--- src/rtl/dmem_access_if.sv ---
// Split address/data handshake data bus between the memory stage (master)
// and the data memory (slave).
interface dmem_access_if #(
  parameter int ADDR_W = 32,
  parameter int DATA_W = 32
);
  logic              data_req;
  logic              data_wr;
  logic [1:0]        data_size;
  logic [ADDR_W-1:0] data_addr;
  logic [DATA_W-1:0] data_wdata;
  logic [3:0]        data_wstrb;
  logic              data_addr_ok;
  logic              data_data_ok;
  logic [DATA_W-1:0] data_rdata;

  modport master (
    output data_req, data_wr, data_size, data_addr, data_wdata, data_wstrb,
    input  data_addr_ok, data_data_ok, data_rdata
  );

  modport slave (
    input  data_req, data_wr, data_size, data_addr, data_wdata, data_wstrb,
    output data_addr_ok, data_data_ok, data_rdata
  );
endinterface

--- src/rtl/dmem_access.sv ---
// Memory-stage load/store bus master: issues one bus transaction per memory op,
// aligns store data/strobes, captures the raw load word and stalls while busy.
`ifndef W_OPER
`define W_OPER 4
`endif

module dmem_access #(
  parameter int ADDR_W = 32,
  parameter int DATA_W = 32
) (
  input  logic                clk,
  input  logic                rst_n,
  input  logic [`W_OPER-1:0]  oper,
  input  logic                mem_en,
  input  logic                flush,
  input  logic                hold,
  input  logic [ADDR_W-1:0]   addr,
  input  logic [DATA_W-1:0]   st_data,
  output logic                stall_req,
  output logic                addr_err,
  dmem_access_if.master       bus,
  output logic [DATA_W-1:0]   ld_word,
  output logic [1:0]          word_offset
);

  localparam logic [`W_OPER-1:0] OP_LB  = `W_OPER'(1);
  localparam logic [`W_OPER-1:0] OP_LBU = `W_OPER'(2);
  localparam logic [`W_OPER-1:0] OP_LH  = `W_OPER'(3);
  localparam logic [`W_OPER-1:0] OP_LHU = `W_OPER'(4);
  localparam logic [`W_OPER-1:0] OP_LW  = `W_OPER'(5);
  localparam logic [`W_OPER-1:0] OP_SB  = `W_OPER'(6);
  localparam logic [`W_OPER-1:0] OP_SH  = `W_OPER'(7);
  localparam logic [`W_OPER-1:0] OP_SW  = `W_OPER'(8);

  typedef enum logic [1:0] {S_IDLE, S_REQ, S_WAIT, S_DONE} state_t;

  state_t            state_r, next_s;
  logic              cancel_r, cancel_s;
  logic              is_ld_s, is_st_s, misalign_s, start_s, finish_s, ld_cap_s;
  logic [1:0]        size_s;
  logic              req_r, wr_r;
  logic [1:0]        size_r, offset_r;
  logic [ADDR_W-1:0] addr_r;
  logic [DATA_W-1:0] wdata_r, ld_word_r;
  logic [3:0]        wstrb_r;

  function automatic logic [3:0] strobe_f(input logic st, input logic [1:0] sz,
                                          input logic [1:0] off);
    logic [3:0] s;
    s = 4'b0000;
    if (st) begin
      case (sz)
        2'd0:    s = 4'b0001 << off;
        2'd1:    s = 4'b0011 << off;
        2'd2:    s = 4'b1111;
        default: s = 4'b0000;
      endcase
    end else begin
      s = 4'b0000;
    end
    return s;
  endfunction

  function automatic logic [DATA_W-1:0] wdata_f(input logic [1:0] sz,
                                                input logic [DATA_W-1:0] d);
    logic [DATA_W-1:0] w;
    case (sz)
      2'd0:    w = {4{d[7:0]}};
      2'd1:    w = {2{d[15:0]}};
      default: w = d;
    endcase
    return w;
  endfunction

  // Operation decode: direction and access size
  always_comb begin
    is_ld_s = 1'b0;
    is_st_s = 1'b0;
    size_s  = 2'd0;
    case (oper)
      OP_LB, OP_LBU: begin is_ld_s = 1'b1; size_s = 2'd0; end
      OP_LH, OP_LHU: begin is_ld_s = 1'b1; size_s = 2'd1; end
      OP_LW:         begin is_ld_s = 1'b1; size_s = 2'd2; end
      OP_SB:         begin is_st_s = 1'b1; size_s = 2'd0; end
      OP_SH:         begin is_st_s = 1'b1; size_s = 2'd1; end
      OP_SW:         begin is_st_s = 1'b1; size_s = 2'd2; end
      default:       begin is_ld_s = 1'b0; is_st_s = 1'b0; size_s = 2'd0; end
    endcase
  end

  assign misalign_s = ((size_s == 2'd1) && addr[0]) ||
                      ((size_s == 2'd2) && (addr[1:0] != 2'b00));
  assign addr_err   = mem_en && (is_ld_s || is_st_s) && misalign_s;
  assign start_s    = mem_en && !addr_err && !flush && (state_r == S_IDLE);
  assign finish_s   = (state_r == S_WAIT) && bus.data_data_ok;
  // A flush arriving in the very cycle data returns still discards the result
  assign cancel_s   = cancel_r || flush;
  assign ld_cap_s   = finish_s && !wr_r && !cancel_s;

  // Next-state logic
  always_comb begin
    next_s = state_r;
    case (state_r)
      S_IDLE: begin
        if (start_s) next_s = S_REQ;
        else         next_s = S_IDLE;
      end
      S_REQ: begin
        if (bus.data_addr_ok) next_s = S_WAIT;
        else                  next_s = S_REQ;
      end
      S_WAIT: begin
        if (finish_s) next_s = cancel_s ? S_IDLE : S_DONE;
        else          next_s = S_WAIT;
      end
      S_DONE: begin
        if (flush || !hold) next_s = S_IDLE;
        else                next_s = S_DONE;
      end
      default: next_s = S_IDLE;
    endcase
  end

  // State, cancel flag, latched request fields and captured load word
  always_ff @(posedge clk) begin
    if (!rst_n) begin
      state_r   <= S_IDLE;
      cancel_r  <= 1'b0;
      req_r     <= 1'b0;
      wr_r      <= 1'b0;
      size_r    <= 2'd0;
      addr_r    <= '0;
      wdata_r   <= '0;
      wstrb_r   <= 4'b0000;
      offset_r  <= 2'd0;
      ld_word_r <= '0;
    end else begin
      state_r <= next_s;
      req_r   <= (next_s == S_REQ);
      if (next_s == S_IDLE) begin
        cancel_r <= 1'b0;
      end else if (flush && ((state_r == S_REQ) || (state_r == S_WAIT))) begin
        cancel_r <= 1'b1;
      end
      if (start_s) begin
        wr_r     <= is_st_s;
        size_r   <= size_s;
        addr_r   <= {addr[ADDR_W-1:2], 2'b00};
        wdata_r  <= wdata_f(size_s, st_data);
        wstrb_r  <= strobe_f(is_st_s, size_s, addr[1:0]);
        offset_r <= addr[1:0];
      end
      if (ld_cap_s) begin
        ld_word_r <= bus.data_rdata;
      end
    end
  end

  assign stall_req      = start_s || (state_r == S_REQ) || (state_r == S_WAIT);
  assign bus.data_req   = req_r;
  assign bus.data_wr    = wr_r;
  assign bus.data_size  = size_r;
  assign bus.data_addr  = addr_r;
  assign bus.data_wdata = wdata_r;
  assign bus.data_wstrb = wstrb_r;
  assign ld_word        = ld_word_r;
  assign word_offset    = offset_r;

endmodule

--- src/flat_wrapper.sv ---
// flat-port wrapper written by rule: the top's interface ports become plain ports
module dmem_access_flat 
#(
  parameter int ADDR_W = 32,
  parameter int DATA_W = 32
)
  (clk, rst_n, oper, mem_en, flush, hold, addr, st_data, stall_req, addr_err, ld_word, word_offset, bus_data_req, bus_data_wr, bus_data_size, bus_data_addr, bus_data_wdata, bus_data_wstrb, bus_data_addr_ok, bus_data_data_ok, bus_data_rdata);
  dmem_access_if #(.ADDR_W(ADDR_W), .DATA_W(DATA_W)) bus_i ();
  input  logic clk;
  input  logic rst_n;
  input  logic [`W_OPER-1:0] oper;
  input  logic mem_en;
  input  logic flush;
  input  logic hold;
  input  logic [ADDR_W-1:0] addr;
  input  logic [DATA_W-1:0] st_data;
  output logic stall_req;
  output logic addr_err;
  output logic [DATA_W-1:0] ld_word;
  output logic [1:0] word_offset;
  output wire logic [$bits(bus_i.data_req)-1:0] bus_data_req;
  output wire logic [$bits(bus_i.data_wr)-1:0] bus_data_wr;
  output wire logic [$bits(bus_i.data_size)-1:0] bus_data_size;
  output wire logic [$bits(bus_i.data_addr)-1:0] bus_data_addr;
  output wire logic [$bits(bus_i.data_wdata)-1:0] bus_data_wdata;
  output wire logic [$bits(bus_i.data_wstrb)-1:0] bus_data_wstrb;
  input wire logic [$bits(bus_i.data_addr_ok)-1:0] bus_data_addr_ok;
  input wire logic [$bits(bus_i.data_data_ok)-1:0] bus_data_data_ok;
  input wire logic [$bits(bus_i.data_rdata)-1:0] bus_data_rdata;
  assign bus_data_req = bus_i.data_req;
  assign bus_data_wr = bus_i.data_wr;
  assign bus_data_size = bus_i.data_size;
  assign bus_data_addr = bus_i.data_addr;
  assign bus_data_wdata = bus_i.data_wdata;
  assign bus_data_wstrb = bus_i.data_wstrb;
  assign bus_i.data_addr_ok = bus_data_addr_ok;
  assign bus_i.data_data_ok = bus_data_data_ok;
  assign bus_i.data_rdata = bus_data_rdata;
  dmem_access #(.ADDR_W(ADDR_W), .DATA_W(DATA_W)) u_core (.clk(clk), .rst_n(rst_n), .oper(oper), .mem_en(mem_en), .flush(flush), .hold(hold), .addr(addr), .st_data(st_data), .stall_req(stall_req), .addr_err(addr_err), .bus(bus_i), .ld_word(ld_word), .word_offset(word_offset));
endmodule
--- config.mk ---
export PLATFORM = sky130hd
export DESIGN_NAME = dmem_access_flat
export DESIGN_NICKNAME = d
export VERILOG_FILES = /design/src/rtl/dmem_access_if.sv /design/src/rtl/dmem_access.sv /design/src/flat_wrapper.sv
export SDC_FILE = /design/constraint.sdc
export NUM_CORES = 1
export LEC_CHECK = 0
export ABC_AREA = 1
export CAP_MARGIN = 0
export CORE_ASPECT_RATIO = 1.5
export CORE_MARGIN = 3
export CORE_UTILIZATION = 41
export CTS_CLUSTER_DIAMETER = 40
export DETAILED_ROUTE_END_ITERATION = 10
export GPL_TIMING_DRIVEN = 1
export PLACE_DENSITY = 0.9
export SLEW_MARGIN = 20
export SYNTH_ARGS = -nofsm -noshare
export SYNTH_HDL_FRONTEND = slang
export SYNTH_SLANG_ARGS = --single-unit
--- constraint.sdc ---
create_clock -name clk -period 2.02 [get_ports clk]
set_clock_uncertainty 0.2 [all_clocks]
set_input_delay 0.404 -clock clk [delete_from_list [all_inputs] [get_ports clk]]
set_output_delay 0.404 -clock clk [all_outputs]
set_load 0.005 [all_outputs]
# Yosys cells after proc, flatten, opt, wreduce, memory -nomap -nowiden

Index checks and enable logic that the tools add are counted.

Eq/ne operators: 14
Shifts and indexed selects: 2
Multiplexer cells: 12
Bitwise gates (word level): 1
Reduce and logical (&&, ||, !) cells: 32

Operator list:

| operator              | number |
|---|---|
| $pmux W32 S2          | 1 |
| $eq A4 B3 Y1 const B  | 4 |
| $pmux W4 S3           | 1 |
| $logic_and A1 B1 Y1   | 11 |
| $eq A4 B2 Y1 const B  | 2 |
| $mux W2               | 4 |
| $pmux W2 S4           | 1 |
| $logic_or A1 B1 Y1    | 7 |
| $eq A2 B1 Y1 const B  | 3 |
| $eq A2 B2 Y1 const B  | 3 |
| $logic_not A2 Y1      | 3 |
| $reduce_or A3 Y1      | 2 |
| $logic_not A1 Y1      | 5 |
| $reduce_or A5 Y1      | 1 |
| $eq A4 B1 Y1 const B  | 1 |
| $eq A4 B4 Y1 const B  | 1 |
| $mux W4               | 1 |
| $pmux W2 S2           | 1 |
| $reduce_or A2 Y1      | 2 |
| $shl A1 B2 Y4 const A | 1 |
| $shl A2 B2 Y4 const A | 1 |
| $mux W1               | 3 |
| $reduce_bool A2 Y1    | 1 |
| $not A1 Y1            | 1 |

Register bits after elaboration: 107
Input port bits: 107
Output and inout bits: 108
Logic and storage cells: 71

# Longest topological paths before layout

Gate-level depths: netlist of the first run.

Word-level depth: 15
Gate-level depth with buffers: 13
Mapped depth without buffers: 11

# Worst setup path before layout of the first run

OpenSTA, ideal clock, no wires.

Path type: input to output
Start point: input port oper[2]
End point: output port stall_req
Arrival: 1309 ps
Required time: 1416 ps
Setup slack: 107 ps
Stages: 11
Buffers on the path: 2
Path through: inv_1 nor2_2 nand2_1 nand2_4 nand2_1 nand2_1 nand2_2 nand2_2 buf_8 buf_8 nand2_1

Longest elaborated chain between the ends: 13
Elaborated cells on any way between the ends: 29
Classes of those cells: eq/ne (10); mux (3); reduce/logical (16)

Ends and longest elaborated chain:

| item                                                                         | line                                 | RTL |
|---|---|---|
| from (decl)                                                                  | flat_wrapper.sv:11                   | `` input logic [`W_OPER-1:0] oper; `` |
| $eq A4 B2 Y1 (tied with other cells)                                         | dmem_access.sv:80                    | `case (oper)` |
| $reduce_or A3 Y1 (no source line) / $reduce_or A2 Y1 (equally long branches) | n/a                                  |  |
| $pmux W2 S2                                                                  | dmem_access.sv:80                    |  |
| $eq A2 B1 Y1 / $eq A2 B2 Y1 (equally long branches)                          | dmem_access.sv:91, dmem_access.sv:92 |  |
| $logic_and A1 B1 Y1 (on tied branches)                                       | dmem_access.sv:91, dmem_access.sv:92 |  |
| $logic_or A1 B1 Y1                                                           | dmem_access.sv:91                    | `assign misalign_s = ((size_s == 2'd1) && addr[0]) \|\|` |
| $logic_and A1 B1 Y1 (*)                                                      | dmem_access.sv:93                    | `assign addr_err = mem_en && (is_ld_s \|\| is_st_s) && misalign_s;` |
| $logic_not A1 Y1 (*)                                                         | dmem_access.sv:94                    | `assign start_s = mem_en && !addr_err && !flush && (state_r == S_IDLE);` |
| $logic_and A1 B1 Y1 (*) (3 in a row)                                         | dmem_access.sv:94                    |  |
| $logic_or A1 B1 Y1 (*) (2 in a row)                                          | dmem_access.sv:159                   | `assign stall_req = start_s \|\| (state_r == S_REQ) \|\| (state_r == S_WAIT);` |
| to (decl)                                                                    | flat_wrapper.sv:17                   | `output logic stall_req;` |

Every way passes the cells marked *; elsewhere a longest branch is shown, timed or not.

# Final worst setup path of the first run

Start point: register u_core.state_r[0]
End point: output port stall_req

Longest elaborated chain between the ends: 4
Elaborated cells on any way between the ends: 6
Classes of those cells: eq/ne (2); reduce/logical (4)

Ends and longest elaborated chain:

| item                   | line               | RTL |
|---|---|---|
| from (decl)            | dmem_access.sv:37  | `state_t state_r, next_s;` |
| from (signal assigned) | dmem_access.sv:138 | `state_r <= next_s;` |
| $logic_not A2 Y1       | dmem_access.sv:94  |  |
| $logic_and A1 B1 Y1    | dmem_access.sv:94  |  |
| $logic_or A1 B1 Y1     | dmem_access.sv:159 |  |
| $logic_or A1 B1 Y1 (*) | dmem_access.sv:159 |  |

Marked as above.

==> qor.yml, run 1 <==
status: "finished, final reports clean"
synth_fa_ha_area_frac: 0.0141
synth.most_common_cell: "nor2_1"
yosys.area_share.simple: 0.261
synth_compound_area_frac: 0.158
min_period_ps: 1960
synthDistinctLibCells: 26
grt_max_degree: 71
boundaryPins: 215
hold_buffers: 0
cts_root_buf: "clkbuf_16"
synth_mux_area_frac: 0
hold_violations: 0
cp.arrival_ps: 1350
diodes: 0
synth_edf_count: 0
area_growth_pct: 57.5
coreArea_um2: 10400
yosysSeqAreaShare: 0.482
grt_usage: 0.220
ir_drop_v: 0.000408
dpl.hpwl_um: 10100
numCtsBuffers: 9
synth.avg_cell_area_um2: 7.42
r2r-end: "u_core.bus.data_wdata[28]"
hold_class: "in -> reg"
power.leakage_nw: 2.87
worst_slack_ps: 61.6
portBuffers: 212
gp_congestion: 0.872
clk_path_buf_depth: 2
wl_per_cell_um: 14.3
layout.nets: 924
die_h_um: 134
htreeDepth: 3
path_class: "reg -> out"
vias_per_cell: 4.78
drv_cap: 0
cp-end-kind: "output pin"
crit_required_ps: 1420
slew_violations: 0
rows: 45
die_w_um: 91.0
dieArea_um2: 12200
synth_area_leaders: "dfxtp_1 (48%), nor2_1 (15%), o21ai_0 (8.3%), nand2_1 (7.8%), buf_6 (3.0%)"
fin_hold_ws_ps: 180
clk_latency_ps: 340
start_util: 0.429
cts.clk_slew.worst_paths_ps: 70
synth-async-reset-ratio: 0
synth_xor_area_frac: 0
ys_warn_count: 0
worstSetupEndpoint: "stall_req"
yosysTopAreaCellShare: 0.482
vias: 4579
synth_top_family_by_area: "simple AND/OR/NAND/NOR gates"
ant_nets: 0
cts_tree: "yes"
worstPathMaxFanout: 3
worstSetupStartpointType: "flip-flop"
layout-drive-gt1-share: 0.113
drtIter0Drc: 160
r2r_slack_ps: 150
fmax_mhz: 511
dr.pass1.iters: 5
synth_top_cell_by_area: "dfxtp_1"
synthCells: 599
reg2reg_from: "u_core.state_r[0]"
synth_commonest_cells: "nor2_1 (174), dfxtp_1 (107), nand2_1 (92)"
clock-sinks: 107
antenna_found_initial: 0
grt_overflow: 0
reg2regPathDepth: 8
grt_pass1_vias: 4503
total_power_mw: 4.80
synth_top_flop_cell: "dfxtp_1"
power_density_nw_per_um2: 686
grt_pass1_wl_um: 21800
fin_crit_sh: 0.970
synth-seq-cells: 107
drc: 0
netlist_area_um2: 4450
wl_um: 13700
timing.critical_path.from: "u_core.state_r[0]"
dp_slack_ps: -580
finalSetupViolations: 0
[repair_timing]
item / 4_1_cts / 5_1_grt
gates resized for setup: 31 / 8
pin swaps: 8 / 5
endpoints found under the setup margin: 73 / 60
endpoints found under the hold margin: 0 / 0
setup buffers: 4 / 1
[final cells by class]
type,count,area [um^2]
Sequential cell,107,2140
Clock buffer,11,253
Clock inverter,5,35.0
Multi-Input combinational cell,428,1960
Inverter,26,105
Timing Repair Buffer,240,2320
Fill cell,868,3360
Tap cell,141,176
[power by group]
part | internal (mW) | switching, mW | total (mW) | leakage [nW]
logic | 0.480 | 0.370 | 0.850 | 1.86
registers | 2.21 | 0.0509 | 2.26 | 0.874
clock network | 0.909 | 0.780 | 1.69 | 0.142
[worst min-delay path by stage]
stage	startpoint	end	slack, ps	depth (start not counted)
2_1_floorplan	u_core.bus.data_wdata[16]	u_core.bus.data_wdata[16]	260	2
3_3_place_gp	u_core.bus.data_wdata[23]	u_core.bus.data_wdata[23]	250	2
3_5_place_dp	u_core.bus.data_wdata[23]	u_core.bus.data_wdata[23]	260	2
4_1_cts	rst_n	u_core.bus.data_wstrb[0]	170	3
5_1_grt	rst_n	u_core.bus.data_wstrb[0]	190	3
6_report	rst_n	u_core.bus.data_wstrb[0]	180	3
[registers in the layout, indices dropped and copies added (netlist names)]
signal,count
u_core.ld_word,32
u_core.bus.data_wr,1
u_core.bus.data_addr,30
u_core.bus.data_wstrb,4
u_core.bus.data_size,2
u_core.word_offset,2
u_core.bus.data_wdata,32
u_core.bus.data_req,1
u_core.state_r,2
u_core.cancel_r,1
[critical path, stage by stage (launching register included)]
cell	delay, ps
dfxtp_2	330
inv_1	60
ha_1	200
and3_4	180
nand2_2	70
nand2_1	50
buf_2	120
[placed cells by master (no fill, tap or decap), drive strengths merged]
cell type	count
a21oi	29
and3	1
buf	33
clkbuf	12
clkdlybuf4s15	1
clkdlybuf4s50	202
clkinv	2
clkinvlp	1
conb	2
dfxtp	107
dlygate4sd2	3
ha	5
inv	28
nand2	105
nand3	5
nand4	1
nor2	178
nor3	2
o211ai	6
o21ai	94
[metal layers]
metal,up-vias,share of wire,track usage
met1,2076,0.38,0.243
met2,159,0.54,0.412
met3,29,0.052,0.0345
met4,0,0.027,0.0948
li1,2315,-,-
met5,-,0,0
[per-stage QoR]
stage / utilization / instances / area, um^2 / setup TNS, ps
after floorplan: - / 600 / 4450 / 0
after global placement: 0.644 / 937 / 6670 / -35990
final: 0.676 / 958 / 7000 / 0
after detailed placement: 0.644 / 937 / 6670 / -39470
after global routing: 0.676 / 958 / 7000 / -11.8
after CTS: 0.676 / 957 / 7000 / 0
[kinds of logic (layout without fill, tap and decap cells)]
| group | Yosys count | after routing |
|---|---|---|
| other cells | 1 | 2 |
| compound gates | 129 | 129 |
| fa+ha+maj | 5 | 5 |
| buf+inv | 65 | 282 |
| flops | 107 | 107 |
| simple gates | 292 | 292 |
(Power assumes the default switching activity.)
==> run 2: changes to the inputs <==
--- a/config.mk
+++ b/config.mk
@@ -12,7 +12,7 @@
 export CORE_UTILIZATION = 41
 export CTS_CLUSTER_DIAMETER = 40
 export DETAILED_ROUTE_END_ITERATION = 10
-export GPL_TIMING_DRIVEN = 1
+export GPL_TIMING_DRIVEN = 0
 export PLACE_DENSITY = 0.9
 export SLEW_MARGIN = 20
 export SYNTH_ARGS = -nofsm -noshare
==> qor.yml, run 2 (synthesized netlist as in run 1, its figures left out) <==
fin_crit_sh: 0.976
p_sw_frac: 0.236
grt_pass1_wl_um: 22000
final_common_cell: "clkdlybuf4s50_1"
drc: 0
hold_class: "in -> reg"
dr.pass1.iters: 4
drtIter0Drc: 196
seq_area_um2: 2150
clk_path_buf_depth: 2
met2_length_um: 7690
fmax_mhz: 507
path_class: "reg -> out"
area_growth_pct: 62.9
layout.nets: 950
tightest_slew_ps: 691
slew_violations: 0
utilization: 0.699
max-slew-margin-rel: 0.539
fin_cells: 982
vias_per_cell: 4.74
die_h_um: 134
p_clk_frac: 0.363
layout-drive-gt1-share: 0.131
worstPathMaxFanout: 3
antenna_found_initial: 0
p_comb_frac: 0.183
fin_hold_ws_ps: 205
numCtsBuffers: 9
start_util: 0.429
ir_drop_v: 0.000684
power.internal_mw: 3.81
clk_latency_ps: 330
wl_met1_um: 5030
hold_start: "addr[1]"
fill_cells: 853
clock-sinks: 107
cp-end-kind: "output pin"
status: "finished, final reports clean"
wl_per_cell_um: 14.4
drv_cap: 0
min_to: "u_core.word_offset[1]"
diodes: 0
die_w_um: 91.0
power.leakage_nw: 2.97
gp_congestion: 0.874
dpl.hpwl_um: 10900
fin_area_um2: 7240
ant_nets: 0
cp.arrival_ps: 1370
grt_overflow: 0
wl_met3_um: 1030
cts_root_buf: "clkbuf_16"
power_density_nw_per_um2: 688
worstHoldPathCells: 3
rows: 45
dr.max_layer_used: "met4"
grt_pass1_vias: 4553
portBuffers: 212
grt_max_degree: 17
cts_tree: "yes"
min_period_ps: 1970
reg2reg_from: "u_core.state_r[1]"
dieArea_um2: 12200
multiInputGateArea_um2: 2010
r2r_slack_ps: 80
place_area_um2: 6750
coreArea_um2: 10400
grt_usage: 0.223
boundaryPins: 215
crit_required_ps: 1420
r2r-end: "u_core.bus.data_wstrb[2]"
hold_violations: 0
htreeDepth: 3
layout_common_cells: "clkdlybuf4s50_1 (202), nor2_1 (171), dfxtp_1 (105), nand2_1 (89), o21ai_0 (74)"
reg2regPathDepth: 10
vias: 4655
total_power_mw: 4.99
worstSetupStartpointType: "flip-flop"
p_seq_frac: 0.454
wl_um: 14100
finalSetupViolations: 0
cts.clk_slew.worst_paths_ps: 70
dp_cells: 953
switching_power_mw: 1.18
==> run 2: cell types whose count changed in the layout (fill, tap and decap cells not counted), moves of 3 or more <==
cell | previous run | this run
buf_6 | 0 | 16
buf_4 | 26 | 19
clkbuf_1 | 0 | 12
buf_2 | 5 | 8
==> run 2: power groups by stage <==
| stage | combinational, mW | sequential (mW) | clock [mW] |
|---|---|---|---|
| after detailed placement | 0.885 | 2.31 | 0 |
| after CTS | 0.911 | 2.27 | 1.84 |
| after global routing | 0.997 | 2.28 | 1.93 |
| after global placement | 0.871 | 2.31 | 0 |
| final | 0.913 | 2.26 | 1.81 |
| after floorplan | 0.357 | 2.32 | 0 |
==> run 2: layer usage <==
metal  vias to the layer above  GRT usage
li1                       2375          -
met1                      2100      0.232
met2                       155      0.427
met3                        25     0.0571
met4                         0     0.0789
met5                         -          0
==> run 2: metrics by stage <==
step / setup WS [ps] / TNS [ps]
detailed placement: -987 / -43960
CTS: -82.9 / -82.9
floorplan: 107 / 0
global route: -36.5 / -118
finish: 49.5 / 0
global placement: -984 / -41810
==> run 2: critical path: stages (launching register included) <==
cell     delay [ps]
dfxtp_4         380
inv_2            60
buf_4           130
ha_2            190
nor2_4          110
nand2_4          50
buf_6           110
==> run 2: how the worst max path moves through the flow <==
stage	start	end	slack [ps]	depth (start not counted)
floorplan	oper[2]	stall_req	110	11
global placement	oper[3]	stall_req	-980	13
detailed placement	oper[3]	stall_req	-990	13
CTS	u_core.state_r[0]	stall_req	-80	8
global route	u_core.state_r[0]	u_core.ld_word[31]	-40	10
finish	u_core.state_r[1]	stall_req	50	6
==> run 2: what timing repair did <==
| action | in CTS | in global routing |
|---|---|---|
| hold endpoints to repair | 0 | 0 |
| gates resized for setup | 53 | 34 |
| setup endpoints to repair | 102 | 33 |
| cloned | 0 | 0 |
| pin swaps | 11 | 15 |
| hold buffers | 0 | 0 |
| buffers inserted | 15 | 5 |
==> run 2: area by class of cell <==
| cell class | count | area share |
|---|---|---|
| plain buffers | 37 | 0.0352 |
| clock buffers | 9 | 0.0311 |
| clock inverters | 5 | 0.0109 |
| inverters | 26 | 0.0142 |
| multi-input cells | 428 | 0.278 |
| flip-flops and latches | 107 | 0.296 |
| well taps | 141 | 0.0244 |
| repair buffers | 229 | 0.310 |
